$ cat src/rtl/max7219_pkg.sv
// Shared types and constants for the MAX7219 daisy-chain serializer.
// Build option: MAX7219_CHAIN_CHECK_EN (see max7219_chain.sv).
package max7219_pkg;

    typedef enum logic [2:0] {
        IDLE,
        SETUP,
        SHIFT,
        HOLD,
        GAP
    } state_e;

    localparam logic [15:0] MAX7219_NOP = 16'h0000;

    localparam logic [3:0] REG_DECODE    = 4'h9;
    localparam logic [3:0] REG_INTENSITY = 4'hA;
    localparam logic [3:0] REG_SCANLIMIT = 4'hB;
    localparam logic [3:0] REG_SHUTDOWN  = 4'hC;
    localparam logic [3:0] REG_TEST      = 4'hF;

    // Builds a 16-bit device word: {don't-care nibble, address, value}.
    function automatic logic [15:0] max7219_word(input logic [3:0] addr, input logic [7:0] val);
        return {4'h0, addr, val};
    endfunction

endpackage

$ cat src/rtl/max7219_bitclk.sv
// SCLK generator: CLK_PER_SCLK divider with enable, idles low, and
// combinational strobes flagging the clk edge on which sclk rises or falls.
module max7219_bitclk #(
    parameter int unsigned CLK_PER_SCLK = 100
) (
    input  logic clk,
    input  logic rst,
    input  logic en,
    output logic sclk,
    output logic rise,
    output logic fall
);
    import max7219_pkg::*;

    localparam int unsigned HALF = CLK_PER_SCLK / 2;
    localparam int unsigned CW   = $clog2(CLK_PER_SCLK);

    logic [CW-1:0] cnt_q, cnt_d;
    logic          sclk_q, sclk_d;

    assign rise = en && (cnt_q == '0);
    assign fall = en && (cnt_q == CW'(HALF));
    assign sclk = sclk_q;

    always_comb begin
        cnt_d  = '0;
        sclk_d = 1'b0;
        if (en) begin
            cnt_d = (cnt_q == CW'(CLK_PER_SCLK - 1)) ? '0 : cnt_q + 1'b1;
            if (rise) begin
                sclk_d = 1'b1;
            end else if (fall) begin
                sclk_d = 1'b0;
            end else begin
                sclk_d = sclk_q;
            end
        end
    end

    always_ff @(posedge clk or posedge rst) begin
        if (rst) begin
            cnt_q  <= '0;
            sclk_q <= 1'b0;
        end else begin
            cnt_q  <= cnt_d;
            sclk_q <= sclk_d;
        end
    end

endmodule

$ cat src/rtl/max7219_chain.sv
// SPI frame serializer for a daisy chain of NDEV MAX7219 drivers, one frame per CS-low window.
// Build option MAX7219_CHAIN_CHECK_EN adds chain_in/chain_err/chain_vld loop-back checking.
module max7219_chain #(
    parameter int unsigned NDEV                       = 4,
    parameter int unsigned DATABITS                   = 16,
    parameter int unsigned CLK_PER_SCLK               = 100,
    parameter int unsigned CS_FALL_TO_FIRST_SCLK_RISE = 1000,
    parameter int unsigned LAST_SCLK_FALL_TO_CS_RISE  = 1000,
    parameter int unsigned CS_HIGH_MIN                = 5
) (
    input  logic                     clk,
    input  logic                     rst,
    input  logic                     start,
    input  logic [NDEV*DATABITS-1:0] data,
    input  logic [NDEV-1:0]          mask,
`ifdef MAX7219_CHAIN_CHECK_EN
    input  logic                     chain_in,
    output logic                     chain_err,
    output logic                     chain_vld,
`endif
    output logic                     cs,
    output logic                     sclk,
    output logic                     dout,
    output logic                     busy,
    output logic                     done
);
    import max7219_pkg::*;

    localparam int unsigned NBITS    = NDEV * DATABITS;
    localparam int unsigned HALF     = CLK_PER_SCLK / 2;
    // HOLD is entered on the last falling edge, so it also covers the final low half period.
    localparam int unsigned HOLD_CYC = HALF + LAST_SCLK_FALL_TO_CS_RISE;
    localparam int unsigned MAX_AB   = (CS_FALL_TO_FIRST_SCLK_RISE > HOLD_CYC) ?
                                       CS_FALL_TO_FIRST_SCLK_RISE : HOLD_CYC;
    localparam int unsigned CNT_MAX  = (MAX_AB > CS_HIGH_MIN) ? MAX_AB : CS_HIGH_MIN;
    localparam int unsigned CW       = (CNT_MAX > 1) ? $clog2(CNT_MAX) : 1;
    localparam int unsigned BW       = $clog2(NBITS + 1);

    if (NDEV < 1 || DATABITS < 1 || CLK_PER_SCLK < 2 || (CLK_PER_SCLK % 2) != 0 ||
        CS_FALL_TO_FIRST_SCLK_RISE < 1 || LAST_SCLK_FALL_TO_CS_RISE < 1 || CS_HIGH_MIN < 1)
    begin : g_param_err
        $error("max7219_chain: illegal parameter values");
    end

    state_e            state_q, state_d;
    logic [CW-1:0]     cnt_q, cnt_d;
    logic [BW-1:0]     bit_cnt_q, bit_cnt_d;
    logic [NBITS-1:0]  shreg_q, shreg_d;
    logic              cs_q, cs_d;
    logic              dout_q, dout_d;
    logic              busy_q, busy_d;
    logic              done_q, done_d;
    logic [NBITS-1:0]  frame;
    logic              bclk_en, bclk_rise, bclk_fall;

    always_comb begin
        frame = '0;
        for (int unsigned i = 0; i < NDEV; i++) begin
            frame[i*DATABITS +: DATABITS] = mask[i] ? data[i*DATABITS +: DATABITS]
                                                    : DATABITS'(MAX7219_NOP);
        end
    end

    assign bclk_en = (state_q == SHIFT) || (state_q == SETUP && cnt_q == '0);

    max7219_bitclk #(
        .CLK_PER_SCLK(CLK_PER_SCLK)
    ) u_bitclk (
        .clk  (clk),
        .rst  (rst),
        .en   (bclk_en),
        .sclk (sclk),
        .rise (bclk_rise),
        .fall (bclk_fall)
    );

    always_comb begin
        state_d   = state_q;
        cnt_d     = cnt_q;
        bit_cnt_d = bit_cnt_q;
        shreg_d   = shreg_q;
        cs_d      = cs_q;
        dout_d    = dout_q;
        busy_d    = busy_q;
        done_d    = 1'b0;
        case (state_q)
            IDLE: begin
                if (start) begin
                    shreg_d   = frame;
                    dout_d    = frame[NBITS-1];
                    cs_d      = 1'b0;
                    busy_d    = 1'b1;
                    cnt_d     = CW'(CS_FALL_TO_FIRST_SCLK_RISE - 1);
                    bit_cnt_d = '0;
                    state_d   = SETUP;
                end
            end
            SETUP: begin
                if (cnt_q == '0) begin
                    state_d = SHIFT;
                end else begin
                    cnt_d = cnt_q - 1'b1;
                end
            end
            SHIFT: begin
                if (bclk_fall) begin
                    shreg_d   = shreg_q << 1;
                    dout_d    = shreg_d[NBITS-1];
                    bit_cnt_d = bit_cnt_q + 1'b1;
                    if (bit_cnt_q == BW'(NBITS - 1)) begin
                        cnt_d   = CW'(HOLD_CYC - 1);
                        state_d = HOLD;
                    end
                end
            end
            HOLD: begin
                if (cnt_q == '0) begin
                    cs_d    = 1'b1;
                    dout_d  = 1'b0;
                    cnt_d   = CW'(CS_HIGH_MIN - 1);
                    state_d = GAP;
                end else begin
                    cnt_d = cnt_q - 1'b1;
                end
            end
            GAP: begin
                if (cnt_q == '0) begin
                    busy_d  = 1'b0;
                    done_d  = 1'b1;
                    state_d = IDLE;
                end else begin
                    cnt_d = cnt_q - 1'b1;
                end
            end
            default: state_d = IDLE;
        endcase
    end

    always_ff @(posedge clk or posedge rst) begin
        if (rst) begin
            state_q   <= IDLE;
            cnt_q     <= '0;
            bit_cnt_q <= '0;
            shreg_q   <= '0;
            cs_q      <= 1'b1;
            dout_q    <= 1'b0;
            busy_q    <= 1'b0;
            done_q    <= 1'b0;
        end else begin
            state_q   <= state_d;
            cnt_q     <= cnt_d;
            bit_cnt_q <= bit_cnt_d;
            shreg_q   <= shreg_d;
            cs_q      <= cs_d;
            dout_q    <= dout_d;
            busy_q    <= busy_d;
            done_q    <= done_d;
        end
    end

    assign cs   = cs_q;
    assign dout = dout_q;
    assign busy = busy_q;
    assign done = done_q;

`ifdef MAX7219_CHAIN_CHECK_EN
    // cur holds this frame's post-mask bits; prev is what the chain should echo back next frame.
    logic [NBITS-1:0] cap_q, cap_d, cur_q, cur_d, prev_q, prev_d;
    logic             err_q, err_d, vld_q, vld_d, seen_q, seen_d;

    always_comb begin
        cap_d  = bclk_rise ? ((cap_q << 1) | NBITS'(chain_in)) : cap_q;
        cur_d  = (state_q == IDLE && start) ? frame : cur_q;
        prev_d = prev_q;
        err_d  = err_q;
        vld_d  = vld_q;
        seen_d = seen_q;
        if (done_d) begin
            err_d  = (cap_q != prev_q);
            vld_d  = seen_q;
            prev_d = cur_q;
            seen_d = 1'b1;
        end
    end

    always_ff @(posedge clk or posedge rst) begin
        if (rst) begin
            cap_q  <= '0;
            cur_q  <= '0;
            prev_q <= '0;
            err_q  <= 1'b0;
            vld_q  <= 1'b0;
            seen_q <= 1'b0;
        end else begin
            cap_q  <= cap_d;
            cur_q  <= cur_d;
            prev_q <= prev_d;
            err_q  <= err_d;
            vld_q  <= vld_d;
            seen_q <= seen_d;
        end
    end

    assign chain_err = err_q;
    assign chain_vld = vld_q;
`endif

endmodule
$ cat config.mk
export PLATFORM = sky130hd
export DESIGN_NAME = max7219_chain
export DESIGN_NICKNAME = d
export VERILOG_FILES = /design/src/rtl/max7219_pkg.sv /design/src/rtl/max7219_bitclk.sv /design/src/rtl/max7219_chain.sv
export SDC_FILE = /design/constraint.sdc
export NUM_CORES = 1
export LEC_CHECK = 0
export BUFFER_PORTS_ARGS = -buffer_cell sky130_fd_sc_hd__buf_4
export CAP_MARGIN = 25
export CORE_AREA = 2 2 104 131
export CTS_BUF_LIST = sky130_fd_sc_hd__clkbuf_8 sky130_fd_sc_hd__clkbuf_16
export DETAILED_ROUTE_END_ITERATION = 16
export DIE_AREA = 0 0 106 133
export GPL_TIMING_DRIVEN = 0
export PLACE_DENSITY = 0.55
export SLEW_MARGIN = 40
export SYNTH_ARGS = -nofsm -noshare
export SYNTH_HDL_FRONTEND = slang
export SYNTH_HIERARCHICAL = 1
export SYNTH_SLANG_ARGS = --single-unit
$ cat constraint.sdc
create_clock -name clk -period 4.2 [get_ports clk]
set_input_delay 0 -clock clk [delete_from_list [all_inputs] [get_ports clk]]
set_output_delay 0 -clock clk [all_outputs]
set_load 0.01 [all_outputs]
After elaboration in Yosys (flattened, before gate mapping)
Index checks and enable logic that the tools add are counted.
- $add $sub $neg: 3
- eq/ne operators: 15
- multiplexer cells: 39
- reductions and logical operators: 19
- operator list (operator ; count):
    63-bit 2-to-1 mux ; 2
    63-bit case mux with 2 select lines ; 1
    16-bit 2-to-1 mux ; 4
    11-bit 2-to-1 mux ; 5
    11-bit case mux with 4 select lines ; 1
    7-bit 2-to-1 mux ; 4
    3-bit 2-to-1 mux ; 6
    3-bit case mux with 5 select lines ; 1
    7-bit by 1-bit adder with 7-bit output, second input constant ; 2
    7-bit by 6-bit == test with 1-bit output, second input constant ; 2
    7-bit case mux with 2 select lines ; 1
    11-bit logical NOT ; 1
    1-bit 2-to-1 mux ; 11
    11-bit by 1-bit subtractor with 11-bit output, second input constant ; 1
    2-bit != test, second input constant ; 5
    3-bit AND reduction ; 3
    7-bit == test, second input constant ; 1
    7-bit logical NOT ; 1
    3-bit by 2-bit == test with 1-bit output, second input constant ; 2
    6-bit AND reduction ; 1
    2-bit nonzero test ; 3
    5-bit AND reduction ; 1
    2-bit by 1-bit != test with 1-bit output, second input constant ; 2
    1-bit case mux with 2 select lines ; 2
    11 further kinds ; 13
- flip-flop bits (word level): 96
- input port bits: 71
- output and inout bits: 5
- logic and storage cells: 86

Depth between registers and ports, before layout
Gate-level depths: netlist of run 1.
- word-level depth: 7
- mapped depth: 13
- mapped depth without buffers: 11

Cells and area by module
Netlist of run 1, hierarchy kept.
- modules (own cells, without submodules) (module ; instances ; cells an instance ; area an instance (µm²) ; sequential area each (µm²)):
    max7219_chain ; 1 ; 529 ; 4534.3 ; 2203.4
    max7219_bitclk ; 1 ; 49 ; 489.2 ; 200.2

Least setup slack after synthesis of run 1
OpenSTA, ideal clock, no wires.
- path type: reg2reg
- start: reg, netlist name cnt_q[6]
- end: reg, netlist name cnt_q[10]
- setup time: 126 ps
- arrival time: 3505 ps
- required time: 4074 ps
- setup slack: 569 ps
- stages on the path, launching flop included: 13
- buffers on the path: 2
- period minus slack after synthesis: 3631 ps
- path through: dfrtp_1 > buf_6 > or4_4 > nor4b_4 > buf_2 > nand3_1 > a21oi_1 > and3_1 > and4b_1 > a211oi_1 > a311oi_2 > nor2_4 > a221o_1

==> impl_metrics.ini, run 1 <==
[finish]
nets = 806
diodes = 0
utilization = 0.5256
drive_gt1_frac = 0.1787
fillers = 1209
syn2layout_area_growth_pct = 36.07
final_cells = 904

[clock_network]
cts_max_level = 3
cts_buffers = 9
cts_tree = built
cts.clk_slew.worst_paths_ns = 0.07
cts.sinks = 96
clk_latency_ns = 0.34
clockRootBuffer = clkbuf_16
clockBufferDepth = 2

[sta]
tightestPinTransition_ns = 0.7279
slew_headroom = 0.5110
rsz0062_at_grt = false
period_minus_slack_ns = 3.962
fin_tns_setup_ns = 0
max_freq_mhz = 252.4
maxSlewViolCount = 0
hold_viol = 0
holdWs_ns = 0.02447
period_share = 0.9435
finClkSkew_ns = 0.009128
setup_viol = 0

[power_and_ir_drop]
ir_worst_vdd_mv = 0.2055
finalPower_mw = 2.633
leakage_nw = 2.768
powerDensity_nw_per_um2 = 385.4

[floorplan]
num_io_pins = 76
rows = 47
die_h_um = 133
core_um2 = 13000
die_w_um = 106
die-area_um2 = 14100
start_util = 0.3863

[worst_setup_path]
arrival_ns = 4.19
r2r_cells = 13
cp-start-kind = flip-flop
crit_type = reg -> reg
r2r_slack_ns = 0.24
r2r_end = cnt_q[10]$_DFFE_PP0P_
r2r_start = cnt_q[4]$_DFFE_PP0P_
end_kind = flip-flop
required_ns = 4.43
path_max_fanout = 10

[placement]
globalplace.congestion = 0.8365
place_inst = 820
dp_hpwl_um = 9332
port_buffers = 71

[global_route]
grt_usage = 0.2014
antenna_found_initial = 0
grt_max_degree = 48
grt_pass1_vias = 4869
grt_pass1_wl_um = 23210
grt_overflow = 0

[yosys]
syn_nets = 654
ys_warn_count = 6
syn_area_per_cell_um2 = 8.700
netlist_area_um2 = 5020
synthCells = 577

[detailed_routing]
dr.pass1.iters = 4
wl_um = 13650
num_vias = 4870
via_per_inst = 5.387
drc = 0
drtIter0Drc = 293
avgRoutedWirePerCell_um = 15.10
drtAntennaViolNets = 0

[hold_path]
hp-start = mask[0]
hp-class = in -> reg
min_to = shreg_q[10]$_DFFE_PP0P_
hold_depth = 3

[status]
status = finished, final reports clean

[run]
drv_cap = 0
## metrics by stage
stage                     cell area, um2  setup WS (ns)
after floorplan                     5020         0.5690
after global placement              5767       -0.08554
after detailed placement            5804       -0.07643
after CTS                           6770        0.03581
after global routing                6830        0.05573
final                               6830         0.2375
## how the worst max path moves through the flow
stage                           startpoint                    end  slack [ns]  depth (start not counted)
detailed placement    cnt_q[6]$_DFFE_PP0P_  cnt_q[10]$_DFFE_PP0P_       -0.08                         12
global placement      cnt_q[6]$_DFFE_PP0P_  cnt_q[10]$_DFFE_PP0P_       -0.09                         12
global route        state_q[0]$_DFFE_PP0P_   cnt_q[1]$_DFFE_PP0P_        0.06                         12
finish                cnt_q[4]$_DFFE_PP0P_  cnt_q[10]$_DFFE_PP0P_        0.24                         13
floorplan             cnt_q[6]$_DFFE_PP0P_  cnt_q[10]$_DFFE_PP0P_        0.57                         12
CTS                   cnt_q[6]$_DFFE_PP0P_  cnt_q[10]$_DFFE_PP0P_        0.04                         12
## layer usage
metal	part of all wire	wire length [um]	global-route usage	vias up
li1	-	-	-	2385
met1	0.44	5993	0.2568	2365
met2	0.51	6979	0.3466	106
met3	0.036	487	0.04089	14
met4	0.014	191	0.05629	0
met5	0	0	0	-
## power breakdown
| part | switching, mW | internal [mW] |
|---|---|---|
| combinational | 0.241 | 0.277 |
| clock | 0.362 | 0.517 |
| sequential | 0.126 | 1.11 |
| total | 0.730 | 1.90 |
## cells in the final DEF (no fill, tap or decap), drive strengths merged, types with 2 or more instances in the layout
cell          n
a31o          2
xor2          6
nor3         10
o21bai        2
a211oi        3
inv          12
clkbuf       46
a32o          3
buf          87
bufinv        2
o221ai        2
and3          6
nor4          4
a31oi        68
o22ai         6
nor2         85
clkinvlp      2
a21o          2
nand3        69
o2bb2ai       5
a41oi         2
nand4b        3
dlygate4sd3  64
o21ai         9
nor2b         2
ha            6
nand4         6
a211o         3
nor4b         3
nand2        72
dfrtp        95
nand2b        5
clkinv        2
nor3b         3
a21oi        11
or2           2
or4           4
o31a          2
## worst max-delay path, stage by stage (launching register included)
cell      delay, ns
dfrtp_1        0.36
clkbuf_1       0.20
or4_4          0.55
nor4b_4        0.40
buf_2          0.29
nand3_1        0.12
a21oi_2        0.27
and3_1         0.31
and4b_1        0.24
a211oi_1       0.16
a311oi_4       0.30
buf_4          0.20
nor2_4         0.07
a221o_1        0.37
## cell type report
class                   instances  area [um2]  share of cell area
well taps                     171       214.0             0.03132
inverters                      12       50.05            0.007327
clock buffers                   9       225.2             0.03297
multi-input cells             422        2395              0.3506
clock inverters                 6       85.08             0.01246
flip-flops and latches         96        2404              0.3519
repair buffers                141        1239              0.1814
plain buffers                  47       219.0             0.03206
## repair_timing
| item | in CTS | in global routing |
|---|---|---|
| gates cloned | 0 | 0 |
| buffers inserted | 0 | 5 |
| endpoints found under the setup margin | 59 | 74 |
| gates resized for setup | 4 | 21 |
| pin swaps | 1 | 2 |
| endpoints found under the hold margin | 112 | 0 |
| hold buffers | 64 | 0 |
## registers in the layout, indices dropped and copies added (netlist names)
signal,flops
bit_cnt_q,7
busy,1
cnt_q,11
cs,1
done,1
dout,1
shreg_q,63
state_q,3
u_bitclk/cnt_q,7
u_bitclk/sclk,1
Note: power is estimated with default switching activity, not from simulation.
==> run 2, diff against run 1 <==
CELL_PAD_IN_SITES_DETAIL_PLACEMENT = 0   (was default)
CELL_PAD_IN_SITES_GLOBAL_PLACEMENT = 2   (was default)
CORE_AREA = 2 2 112 141   (was 2 2 104 131)
DIE_AREA = 0 0 114 143   (was 0 0 106 133)
PLACE_DENSITY = 0.75   (was 0.55)
RECOVER_POWER = 50   (was default)
==> impl_metrics.ini, run 2 (synthesis results as in run 1) <==
[hold_path]
hold_depth = 3
hp-start = mask[0]
hp-class = in -> reg
min_to = shreg_q[12]$_DFFE_PP0P_

[global_route]
antenna_found_initial = 0
use_met2 = 0.3189
met1_usage = 0.2374
grt_max_degree = 56
grt_pass1_vias = 4837
grt_overflow = 0
met3_usage = 0.02632
grt-busiest-layer = met2
grt_usage = 0.1861
grt_pass1_wl_um = 24180

[placement]
dp_hpwl_um = 9845
port_buffers = 71
place_inst = 831
dpl_worst_slack_ns = -0.1878
globalplace.congestion = 0.8315
placed_area_um2 = 5818

[detailed_routing]
via_per_inst = 5.237
wl_um = 14300
drc = 0
avgRoutedWirePerCell_um = 15.59
dr.pass1.iters = 4
drtIter0Drc = 240
drtAntennaViolNets = 0
num_vias = 4802

[finish]
regArea_um2 = 2404
final_common_cell = dfrtp_1
utilization = 0.4589
layout_common_cells = 95 x dfrtp_1, 84 x nor2_1, 73 x buf_4
syn2layout_area_growth_pct = 36.12
largest_register = shreg_q
nets = 807
diodes = 0
largest_reg_flops = 63
final_cells = 917
multiInputGateArea_um2 = 2396
fillers = 1511
top_regs = shreg_q: 63 flops, cnt_q: 11 flops
stdcell_area_um2 = 6833
drive_gt1_frac = 0.1769

[floorplan]
die-area_um2 = 16300
num_io_pins = 76
die_h_um = 143
die_w_um = 114
rows = 50
core_um2 = 14890
start_util = 0.3371

[sta]
rsz0062_at_grt = false
holdWs_ns = 0.01764
setup_viol = 0
period_share = 0.9194
setup_ws_ns = 0.3384
fin_tns_setup_ns = 0
finClkSkew_ns = 0.008360
period_minus_slack_ns = 3.862
max_freq_mhz = 259.0
tightestPinTransition_ns = 1.564
maxSlewViolCount = 35
slew_headroom = -0.04865
hold_viol = 0

[worst_setup_path]
path_max_fanout = 10
end_kind = flip-flop
crit_type = reg -> reg
required_ns = 4.43
arrival_ns = 4.09
cp-start-kind = flip-flop
r2r_end = cnt_q[10]$_DFFE_PP0P_
r2r_cells = 13
r2r_start = cnt_q[4]$_DFFE_PP0P_
r2r_slack_ns = 0.34

[clock_network]
cts_tree = built
clockRootBuffer = clkbuf_16
cts.sinks = 96
cts.clk_slew.worst_paths_ns = 0.07
clk_latency_ns = 0.35
cts_max_level = 3
clockBufferDepth = 2
cts_buffers = 9

[power_and_ir_drop]
powerDensity_nw_per_um2 = 391.6
finalPower_mw = 2.676
ir_worst_vdd_mv = 0.1779
leakage_nw = 2.760

[run]
drv_cap = 1

[status]
status = finished with violations
violations = max-capacitance violations, max-slew violations
run 2: changes by cell type in the layout (fill, tap and decap cells not counted), moves of 2 or more:
cell / delta
buf_4: -3
clkbuf_1: +4
clkinvlp_4: -2
clkbuf_8: +2
run 2: final cells by class:
cell class                      count  area share
Sequential cell                    96      0.3518
Multi-Input combinational cell    422      0.3507
Timing Repair Buffer              142      0.1769
Clock buffer                       11     0.03699
Tap cell                          182     0.03333
Buffer                             47     0.03205
Clock inverter                      5     0.01154
Inverter                           12    0.006775
run 2: layer usage:
| layer | wire length, um | vias up |
|---|---|---|
| met3 | 427 | 14 |
| li1 | - | 2389 |
| met5 | 0 | - |
| met2 | 7289 | 81 |
| met4 | 173 | 0 |
| met1 | 6407 | 2318 |
run 2: timing repair:
item,CTS,global route
resized for setup,5,21
endpoints found under the setup margin,66,74
buffers inserted,0,6
pin swaps,0,2
hold endpoints to repair,105,0
hold buffers,64,0
run 2: worst max path at each step:
stage / start / endpoint / slack (ns) / cells past startpoint
after global routing: cnt_q[4]$_DFFE_PP0P_ / shreg_q[51]$_DFFE_PP0P_ / 0.05 / 13
after floorplan: cnt_q[6]$_DFFE_PP0P_ / cnt_q[10]$_DFFE_PP0P_ / 0.57 / 12
final: cnt_q[4]$_DFFE_PP0P_ / cnt_q[10]$_DFFE_PP0P_ / 0.34 / 13
after CTS: cnt_q[4]$_DFFE_PP0P_ / cnt_q[10]$_DFFE_PP0P_ / 0.02 / 12
after detailed placement: cnt_q[4]$_DFFE_PP0P_ / shreg_q[53]$_DFFE_PP0P_ / -0.19 / 13
after global placement: cnt_q[4]$_DFFE_PP0P_ / shreg_q[50]$_DFFE_PP0P_ / -0.16 / 13
run 2: worst max-delay path: stages (launching register included):
cell      delay [ns]
dfrtp_1         0.37
clkbuf_1        0.21
or4_4           0.55
nor4b_4         0.36
buf_2           0.29
nand3_1         0.13
a21oi_2         0.30
and3_2          0.31
and4b_1         0.22
a211oi_1        0.15
a311oi_4        0.23
buf_4           0.19
nor2_4          0.07
a221o_1         0.37
run 2: report_power, final:
group / switching [mW] / internal (mW) / total, mW / leakage, nW
Sequential: 0.133 / 1.11 / 1.24 / 1.08
Clock: 0.369 / 0.554 / 0.923 / 0.165
Combinational: 0.236 / 0.274 / 0.511 / 1.51
Total: 0.739 / 1.94 / 2.68 / 2.76
==> run 3, diff against run 2 <==
clock period = 3.6 ns   (was 4.2 ns; I/O delays follow)
==> impl_metrics.ini, run 3 (synthesis results as in run 1) <==
[finish]
final_common_cell = dfrtp_1
fillers = 1511
diodes = 0
layout_common_cells = 95 x dfrtp_1, 84 x nor2_1, 72 x nand2_1
drive_gt1_frac = 0.1774
nets = 805
largest_reg_flops = 63
top_regs = shreg_q: 63 flops, cnt_q: 11 flops
regArea_um2 = 2404
largest_register = shreg_q
syn2layout_area_growth_pct = 36.54
multiInputGateArea_um2 = 2412

[floorplan]
die-area_um2 = 16300
die_w_um = 114
core_um2 = 14890
rows = 50
start_util = 0.3371
num_io_pins = 76
die_h_um = 143

[sta]
maxSlewViolCount = 37
holdWs_ns = 0.008813
tightestPinTransition_ns = 1.615
period_share = 0.9650
max_freq_mhz = 287.8
setup_viol = 0
period_minus_slack_ns = 3.474
fin_tns_setup_ns = 0
finClkSkew_ns = 0.006839
rsz0062_at_grt = false
slew_headroom = -0.08280
hold_viol = 0

[clock_network]
cts.clk_slew.worst_paths_ns = 0.07
cts_tree = built
cts.sinks = 96
cts_buffers = 9
clockRootBuffer = clkbuf_16
clockBufferDepth = 2
cts_max_level = 3
clk_latency_ns = 0.35

[detailed_routing]
drtAntennaViolNets = 0
drc = 0
drtIter0Drc = 290
dr.pass1.iters = 4
via_per_inst = 5.333
avgRoutedWirePerCell_um = 15.67
num_vias = 4880
wl_um = 14340

[status]
violations = max-capacitance violations, max-slew violations
status = finished with violations

[run]
drv_cap = 1

[placement]
dp_hpwl_um = 9937
globalplace.congestion = 0.8119
port_buffers = 71

[worst_setup_path]
crit_type = reg -> reg
cp-start-kind = flip-flop
r2r_slack_ns = 0.13
end_kind = flip-flop
path_max_fanout = 10
required_ns = 3.83
arrival_ns = 3.71

[power_and_ir_drop]
powerDensity_nw_per_um2 = 455.7
ir_worst_vdd_mv = 0.2135
finalPower_mw = 3.123
leakage_nw = 2.761

[global_route]
grt_pass1_vias = 4916
grt_pass1_wl_um = 24130
antenna_found_initial = 0
grt_usage = 0.1857
grt_overflow = 0
grt_max_degree = 54

[hold_path]
hp-class = in -> reg
run 3: through the flow:
step             util  area, um2  setup WS, ns  instances
2_1_floorplan       -       5020       0.02136        577
3_3_place_gp   0.3882       5781       -0.7601        830
3_5_place_dp   0.3908       5818       -0.7907        831
4_1_cts        0.4627       6889       0.08422        915
5_1_grt        0.4603       6854     0.0002887        915
6_report       0.4603       6854        0.1259        915
run 3: worst paths after layout:
path                                 startpoint  cells past startpoint                          end
max                        cnt_q[2]$_DFFE_PP0P_                     12        cnt_q[10]$_DFFE_PP0P_
min in group asynchronous                   rst                      3  u_bitclk/cnt_q[0]$_DFF_PP0_
min reg2reg                      cs$_DFFE_PP1P_                      2               cs$_DFFE_PP1P_
min                                     mask[0]                      3      shreg_q[11]$_DFFE_PP0P_
max reg2reg                cnt_q[2]$_DFFE_PP0P_                     12        cnt_q[10]$_DFFE_PP0P_
max in group asynchronous                   rst                      4      shreg_q[44]$_DFFE_PP0P_
run 3: worst max-delay path: stages (launching register included):
cell and delay, ns:
dfrtp_1 0.35, buf_2 0.16, or4_4 0.56, nor4b_4 0.35, buf_6 0.20, nand3_1 0.13
a21oi_4 0.15, and3_4 0.23, and4b_1 0.23, a211oi_2 0.12, a311oi_4 0.36, nor2_4 0.12
a221o_1 0.38
run 3: layer usage:
layer,wire length (um),global-route usage
met1,6376,0.2326
met2,7302,0.3236
met3,442,0.03268
met4,221,0.06033
met5,0,0
run 3: power by group:
group	internal (mW)	switching [mW]	total (mW)
sequential	1.29	0.168	1.46
clock	0.646	0.429	1.08
combinational	0.319	0.267	0.586
total	2.26	0.864	3.12
run 3: timing repair:
action | CTS | global route
hold buffers | 66 | 0
hold endpoints to repair | 106 | 0
buffers inserted | 3 | 0
pin swaps | 3 | 1
setup endpoints to repair | 77 | 71
gates resized for setup | 24 | 2
run 3: layout make-up:
class,count,area share
buffer,46,0.03304
clock buffer,11,0.03687
inverter,12,0.006754
clock inverter,5,0.01150
tap,182,0.03322
sequential,96,0.3507
timing repair buffer,141,0.1760
multi-input combinational,422,0.3520
